==> src/rtl/multicycle_control.sv <==
// multicycle_control: FETCH/DECODE/EXEC/MEM/WB sequencer for a MIPS-subset core.
// State and halt flags are registered; strobes decode from state and inputs.
module multicycle_control #(
  parameter int ALU_OP_W    = 6,
  parameter int MULDIV_EN   = 1,
  parameter int MEM_TIMEOUT = 15
) (
  input  logic                clk,
  input  logic                rst_n,
  input  logic [5:0]          opcode,
  input  logic [5:0]          funct,
  input  logic [4:0]          rt_field,
  input  logic                alu_zero,
  input  logic                alu_neg,
  input  logic                alu_done,
  input  logic                mem_ready,
  output logic                pc_write,
  output logic                ir_write,
  output logic                reg_write,
  output logic                reg_dst,
  output logic                link,
  output logic                alu_src,
  output logic                mem_to_reg,
  output logic                mem_read,
  output logic                mem_write,
  output logic [1:0]          pc_src,
  output logic [ALU_OP_W-1:0] alu_op,
  output logic [2:0]          state,
  output logic                halted,
  output logic                illegal
);

  typedef enum logic [2:0] {
    FETCH  = 3'd0,
    DECODE = 3'd1,
    EXEC   = 3'd2,
    MEM    = 3'd3,
    WB     = 3'd4,
    HALT   = 3'd5
  } state_t;

  localparam logic [7:0] WAIT_LAST = 8'(MEM_TIMEOUT - 1);

  state_t     state_q;
  logic [7:0] wait_cnt;
  logic       halted_q;
  logic       illegal_q;

  logic op_r;
  logic op_j;
  logic op_jal;
  logic op_br;
  logic op_ri;
  logic op_imm;
  logic op_ld;
  logic op_st;

  assign op_r   = opcode == 6'b000000;
  assign op_j   = opcode == 6'b000010;
  assign op_jal = opcode == 6'b000011;
  assign op_br  = opcode[5:2] == 4'b0001;
  assign op_ri  = opcode == 6'b000001;
  assign op_imm = (opcode[5:3] == 3'b001)
                & (opcode != 6'b001011);
  assign op_ld  = (opcode == 6'b100000)
                | (opcode == 6'b100011);
  assign op_st  = (opcode == 6'b101000)
                | (opcode == 6'b101011);

  logic fn_alu;
  logic fn_md;
  logic fn_sys;

  // classify the R-type funct field
  always_comb begin
    fn_alu = 1'b0;
    fn_md  = 1'b0;
    fn_sys = 1'b0;
    case (funct)
      6'b000000, 6'b000010, 6'b000011,
      6'b000100, 6'b000110, 6'b000111,
      6'b010000, 6'b010010,
      6'b100000, 6'b100001, 6'b100010,
      6'b100011, 6'b100100, 6'b100101,
      6'b100110, 6'b100111,
      6'b101010, 6'b101011:
        fn_alu = 1'b1;
      6'b011000, 6'b011001,
      6'b011010, 6'b011011:
        fn_md = 1'b1;
      6'b001100:
        fn_sys = 1'b1;
      default: ;
    endcase
  end

  logic is_alu_r;
  logic is_md;
  logic is_sys;
  logic is_branch;
  logic rt_ok;
  logic bad_insn;
  logic uses_imm;

  assign is_alu_r  = op_r & fn_alu;
  assign is_md     = op_r & fn_md;
  assign is_sys    = op_r & fn_sys;
  assign rt_ok     = rt_field[4:1] == 4'd0;
  assign is_branch = op_br | (op_ri & rt_ok);
  assign uses_imm  = op_imm | op_ld | op_st;
  assign bad_insn  = ~(is_alu_r | is_md | is_sys
                     | op_j | op_jal | is_branch
                     | op_imm | op_ld | op_st);

  logic taken;

  // branch condition from ALU flags
  always_comb begin
    taken = 1'b0;
    case (opcode[2:0])
      3'b100:  taken = alu_zero;
      3'b101:  taken = ~alu_zero;
      3'b110:  taken = alu_zero | alu_neg;
      3'b111:  taken = ~alu_zero & ~alu_neg;
      3'b001:  taken = rt_field[0] ? ~alu_neg
                                   : alu_neg;
      default: taken = 1'b0;
    endcase
  end

  logic [5:0] alu_code;

  // ALU operation in MIPS funct encoding
  always_comb begin
    alu_code = 6'b000000;
    case (opcode)
      6'b000000: alu_code = funct;
      6'b001000, 6'b100000, 6'b100011,
      6'b101000, 6'b101011:
        alu_code = 6'b100000;
      6'b001001: alu_code = 6'b100001;
      6'b001010: alu_code = 6'b101010;
      6'b001100: alu_code = 6'b100100;
      6'b001101: alu_code = 6'b100101;
      6'b001110: alu_code = 6'b100110;
      6'b000001, 6'b000100, 6'b000101,
      6'b000110, 6'b000111:
        alu_code = 6'b100010;
      default:   alu_code = 6'b000000;
    endcase
  end

  logic timeout;

  assign timeout = ~mem_ready
                 & (wait_cnt == WAIT_LAST);

  // sequencer, wait counter and sticky halt flags
  always_ff @(posedge clk or negedge rst_n) begin
    if (!rst_n) begin
      state_q   <= FETCH;
      wait_cnt  <= 8'd0;
      halted_q  <= 1'b0;
      illegal_q <= 1'b0;
    end else begin
      case (state_q)
        FETCH: begin
          if (mem_ready) begin
            wait_cnt <= 8'd0;
            state_q  <= DECODE;
          end else if (timeout) begin
            illegal_q <= 1'b1;
            state_q   <= HALT;
          end else begin
            wait_cnt <= wait_cnt + 8'd1;
          end
        end
        DECODE: begin
          if (bad_insn) begin
            illegal_q <= 1'b1;
            state_q   <= HALT;
          end else if (is_sys) begin
            halted_q <= 1'b1;
            state_q  <= HALT;
          end else begin
            state_q <= EXEC;
          end
        end
        EXEC: begin
          unique case (1'b1)
            is_md: begin
              if ((MULDIV_EN == 0) || alu_done)
                state_q <= FETCH;
            end
            is_alu_r, op_imm: state_q <= WB;
            op_ld, op_st:     state_q <= MEM;
            default:          state_q <= FETCH;
          endcase
        end
        MEM: begin
          if (mem_ready) begin
            wait_cnt <= 8'd0;
            state_q  <= op_ld ? WB : FETCH;
          end else if (timeout) begin
            illegal_q <= 1'b1;
            state_q   <= HALT;
          end else begin
            wait_cnt <= wait_cnt + 8'd1;
          end
        end
        WB:   state_q <= FETCH;
        HALT: state_q <= HALT;
        default: begin
          illegal_q <= 1'b1;
          state_q   <= HALT;
        end
      endcase
    end
  end

  logic       pc_write_c;
  logic       ir_write_c;
  logic       reg_write_c;
  logic       reg_dst_c;
  logic       link_c;
  logic       alu_src_c;
  logic       mem_to_reg_c;
  logic       mem_read_c;
  logic       mem_write_c;
  logic [1:0] pc_src_c;
  logic [5:0] alu_op_c;

  // datapath strobes from current state and inputs
  always_comb begin
    pc_write_c   = 1'b0;
    ir_write_c   = 1'b0;
    reg_write_c  = 1'b0;
    reg_dst_c    = 1'b0;
    link_c       = 1'b0;
    alu_src_c    = 1'b0;
    mem_to_reg_c = 1'b0;
    mem_read_c   = 1'b0;
    mem_write_c  = 1'b0;
    pc_src_c     = 2'd0;
    alu_op_c     = 6'd0;
    case (state_q)
      FETCH: begin
        mem_read_c = 1'b1;
        if (mem_ready) begin
          ir_write_c = 1'b1;
          pc_write_c = 1'b1;
        end
      end
      DECODE: begin
        alu_op_c  = alu_code;
        alu_src_c = uses_imm;
      end
      EXEC: begin
        alu_op_c  = alu_code;
        alu_src_c = uses_imm;
        if (is_branch && taken) begin
          pc_write_c = 1'b1;
          pc_src_c   = 2'd1;
        end
        if (op_j || op_jal) begin
          pc_write_c = 1'b1;
          pc_src_c   = 2'd2;
        end
        if (op_jal) begin
          reg_write_c = 1'b1;
          link_c      = 1'b1;
        end
      end
      MEM: begin
        alu_op_c    = alu_code;
        alu_src_c   = uses_imm;
        mem_read_c  = op_ld;
        mem_write_c = op_st;
      end
      WB: begin
        alu_op_c     = alu_code;
        alu_src_c    = uses_imm;
        reg_write_c  = 1'b1;
        reg_dst_c    = is_alu_r;
        mem_to_reg_c = op_ld;
      end
      default: ;
    endcase
  end

  assign pc_write   = rst_n & pc_write_c;
  assign ir_write   = rst_n & ir_write_c;
  assign reg_write  = rst_n & reg_write_c;
  assign reg_dst    = rst_n & reg_dst_c;
  assign link       = rst_n & link_c;
  assign alu_src    = rst_n & alu_src_c;
  assign mem_to_reg = rst_n & mem_to_reg_c;
  assign mem_read   = rst_n & mem_read_c;
  assign mem_write  = rst_n & mem_write_c;
  assign pc_src     = rst_n ? pc_src_c : 2'd0;
  assign alu_op     = rst_n ? ALU_OP_W'(alu_op_c)
                            : '0;
  assign state      = state_q;
  assign halted     = halted_q;
  assign illegal    = illegal_q;

endmodule

==> config.mk <==
export PLATFORM = sky130hd
export DESIGN_NAME = multicycle_control
export DESIGN_NICKNAME = d
export VERILOG_FILES = /design/src/rtl/multicycle_control.sv
export SDC_FILE = /design/constraint.sdc
export NUM_CORES = 1
export LEC_CHECK = 0
export CORE_MARGIN = 4
export CORE_UTILIZATION = 46
export CTS_CLUSTER_DIAMETER = 120
export DETAILED_ROUTE_END_ITERATION = 10
export PLACE_DENSITY = 0.8
export SETUP_SLACK_MARGIN = 0.05
export SKIP_LAST_GASP = 1
export SLEW_MARGIN = 15
export SYNTH_ARGS = -nofsm -noshare
export SYNTH_HDL_FRONTEND = slang
export SYNTH_SLANG_ARGS = --single-unit
==> constraint.sdc <==
create_clock -name clk -period 4.8 [get_ports clk]
set_clock_uncertainty 0.15 [all_clocks]
set_input_delay 0.96 -clock clk [delete_from_list [all_inputs] [get_ports clk]]
set_output_delay 0.96 -clock clk [all_outputs]
set_load 0.05 [all_outputs]
==> impl_metrics.tcl <==
set metrics [dict create \
    outcome "finished clean" \
    tritoncts_clock_tree "done" \
    cts.hold.buffers_added 0 \
    num_rows 19 \
    area_occupied_by_multi_input_gates_um2 950 \
    worstPathCellList "clkdlybuf4s50_1 -> nor2b_1 -> a21oi_1 -> nor4_1 -> nand2_1 -> nor4b_1 -> buf_12" \
    critical_path_required_time_ns 3.69 \
    post-route-worst-setup-slack_ns 0.228 \
    grt_usage 0.206 \
    synth_nets 206 \
    die_h_um 62.2 \
    final-instance-count-excl-fill 251 \
    skew_pair_late_insertion_delay_ns 0.28 \
    pin_count_of_the_biggest_net_entering_global_routing 18 \
    postLayoutCellArea_um2 1840 \
    clkSlewWorstSetupHoldPaths_ns 0.08 \
    ctsHtreeMaxLevel 1 \
    place.gp.congestion 0.890 \
    cp-end-kind "output port" \
    routed-via-count 1555 \
    initial_core_utilization 0.485 \
    avgSynthCellArea_um2 7.45 \
    cp_max_fo 14 \
    ys_ff_latch 13 \
    holdCritPathClass "reg2reg" \
    cts-buffers-inserted 3 \
    dr.pass1.iters 4 \
    final_min_period_ns 4.57 \
    post_synth_num_cell_types 53 \
    numPlacedInstances 247 \
    mapped_area_um2 1350 \
    drive_gt1_frac 0.123 \
    max_cap_violations 0 \
    tightest_slew_ns 0.739 \
    vdd.ir_drop.worst_mv 0.395 \
    power_per_cell_area_nw_per_um2 292 \
    post-layout-total-power_mw 0.539 \
    synth.yosys.seq_area_share 0.241 \
    final.fill_count 240 \
    criticalPathCategory "in2out" \
    cts.repair.resized 0 \
    yosysWarnings 0 \
    synth_top_cells_by_count "19 x sky130_fd_sc_hd__nor2_1, 17 x sky130_fd_sc_hd__nand2_1, 14 x sky130_fd_sc_hd__a21oi_1" \
    p_sw_mw 0.254 \
    pin_count 45 \
    synth.most_common_cell "sky130_fd_sc_hd__nor2_1" \
    num_antenna_cells 0 \
    place.detailed.hpwl_mm 3.02 \
    synthArstFlopShare 1.00 \
    hold-worst-slack_ns 0.331 \
    final_net_count 246 \
    grt_pass1_wl_mm 6.78 \
    share_clk_of_total_power 0.127 \
    area.sequential_um2 325 \
    number_of_setup_violations_in_the_final_report 0 \
    internal_power_mw 0.285 \
    critical-path-slowest-cell "sky130_fd_sc_hd__clkdlybuf4s50_1" \
    clock_sinks 13 \
    overflow 0 \
    routedWlPerCell_um 15.5 \
    number_of_antenna_violations_at_the_first_check_in_global_routing 0 \
    critical_path_arrival_ns 3.46 \
    period_share 0.952 \
    first_global_vias 1520 \
    dieArea_um2 3860 \
    max_freq_mhz 219 \
    cpPeakStageDelay_ns 0.78 \
    cts_post_setup_buffers_inserted 0 \
    power_switching_share 0.471 \
    combinational_fraction_of_design_power 0.538 \
    p_leak_nw 0.730 \
    core_region_area_um2 2780 \
    synth.largest_area_cell "sky130_fd_sc_hd__dfrtp_1" \
    slew_violations 0 \
    cts_max_path_buffers 2 \
    crit_path_start_kind "input pin" \
    rsz_0062_raised_after_global_routing "false" \
    synth_area_leaders "sky130_fd_sc_hd__dfrtp_1 24%, sky130_fd_sc_hd__nor2_1 5.3%, sky130_fd_sc_hd__a21oi_1 5.2%" \
    fp.dieW_um 62.2 \
    detail_route.iter0.violations 95 \
    pwr-share-seq 0.335 \
    cts_root_buf "sky130_fd_sc_hd__clkbuf_4" \
    synth_top_flop_cell "sky130_fd_sc_hd__dfrtp_1" \
    synth_top_area_share 0.241 \
    place_area_um2 1820 \
    detail_route.vias_per_cell 6.20 \
    post-route-drc-count 0 \
    route.final.wire_length_mm 3.89 \
    antenna_violating_nets_post_route 0 \
    synth_edf_count 0 \
    pre_cts_ws_ns 0.273 \
    utilization 0.663 \
    place.port_buffers 44 \
    timing.slew.headroom 0.500 \
    report.final.hold_viol_count 0 \
    area_growth_syn_to_layout_pct 36.6 \
    finalSetupTns_ns 0 \
    postSynthCellCount 181 \
]
[cell usage in the layout, fill, tap and decap left out, types with 2 or more instances in the layout]
cell | netlist | layout
sky130_fd_sc_hd__nor2_1 | 19 | 19
sky130_fd_sc_hd__buf_4 | 1 | 12
sky130_fd_sc_hd__or4_1 | 3 | 3
sky130_fd_sc_hd__o211ai_1 | 2 | 2
sky130_fd_sc_hd__nand2_1 | 17 | 17
sky130_fd_sc_hd__a21oi_1 | 14 | 14
sky130_fd_sc_hd__dfrtp_1 | 13 | 13
sky130_fd_sc_hd__nand3b_1 | 3 | 3
sky130_fd_sc_hd__nand3_1 | 4 | 4
sky130_fd_sc_hd__nand4_1 | 2 | 2
sky130_fd_sc_hd__xnor2_1 | 3 | 3
sky130_fd_sc_hd__nor2b_1 | 3 | 3
sky130_fd_sc_hd__nor3b_1 | 2 | 2
sky130_fd_sc_hd__mux2i_1 | 3 | 3
sky130_fd_sc_hd__buf_12 | 0 | 4
sky130_fd_sc_hd__ha_1 | 2 | 2
sky130_fd_sc_hd__nand2b_1 | 8 | 8
sky130_fd_sc_hd__or3_1 | 6 | 6
sky130_fd_sc_hd__o21ai_0 | 9 | 9
sky130_fd_sc_hd__inv_1 | 6 | 6
sky130_fd_sc_hd__nor4b_1 | 3 | 3
sky130_fd_sc_hd__clkbuf_4 | 0 | 3
sky130_fd_sc_hd__o31ai_1 | 5 | 5
sky130_fd_sc_hd__clkdlybuf4s50_1 | 0 | 31
sky130_fd_sc_hd__xor2_1 | 3 | 3
sky130_fd_sc_hd__nor3_1 | 7 | 7
sky130_fd_sc_hd__nor4_1 | 6 | 6
[metal layers]
layer / track usage / vias up / share of wire
met5: 0 / - / 0
met4: 0.0867 / 0 / 0.024
met3: 0.0541 / 12 / 0.070
met2: 0.320 / 71 / 0.48
met1: 0.269 / 725 / 0.43
li1: - / 747 / -
[critical path, delay by kind of cell]
family          cells  cell delay (ns)
simple gates        4             1.37
compound gates      1             0.12
buf+inv             2             1.00
[cells by family (layout without fill, tap and decap cells)]
family	after synthesis	in the layout	synth area share
and+or+nand+nor	90	90	0.368
AOI/OAI and AO/OA	48	48	0.247
buffers and inverters	18	57	0.0557
DFF	13	13	0.241
xor gates and xnor gates	6	6	0.0390
muxes	4	4	0.0306
adders and majority gates	2	2	0.0185
[state kept, by name, summed over array words and instances (netlist names)]
register and flops:
halted 1, wait_cnt 8, state 3, illegal 1
[power by group through the flow]
stage / Sequential, mW / Clock (mW) / Combinational (mW)
CTS: 0.179 / 0.0700 / 0.289
finish: 0.180 / 0.0686 / 0.290
floorplan: 0.188 / 0 / 0.184
detailed placement: 0.182 / 0 / 0.287
global placement: 0.179 / 0 / 0.282
global route: 0.188 / 0.0766 / 0.315
[final timing paths]
| check | startpoint | end | slack [ns] | depth (start not counted) |
|---|---|---|---|---|
| worst max-delay path | opcode[0] | pc_src[0] | 0.23 | 7 |
| worst min-delay path | halted$_DFFE_PN0P_ | halted$_DFFE_PN0P_ | 0.33 | 1 |
| worst min register to register | halted$_DFFE_PN0P_ | halted$_DFFE_PN0P_ | 0.33 | 1 |
| max in group asynchronous | rst_n | wait_cnt[1]$_DFFE_PN0P_ | 3.37 | 2 |
| worst max register to register | state[0]$_DFFE_PN0P_ | wait_cnt[7]$_DFFE_PN0P_ | 2.51 | 5 |
| min in group asynchronous | rst_n | wait_cnt[0]$_DFFE_PN0P_ | 0.97 | 2 |
[area by class of cell]
type                            count  area share
Clock buffer                        4      0.0143
Inverter                            6      0.0122
Multi-Input combinational cell    150       0.515
Sequential cell                    13       0.177
Tap cell                           31      0.0210
Timing Repair Buffer               47       0.261
(Power assumes the default switching activity.)
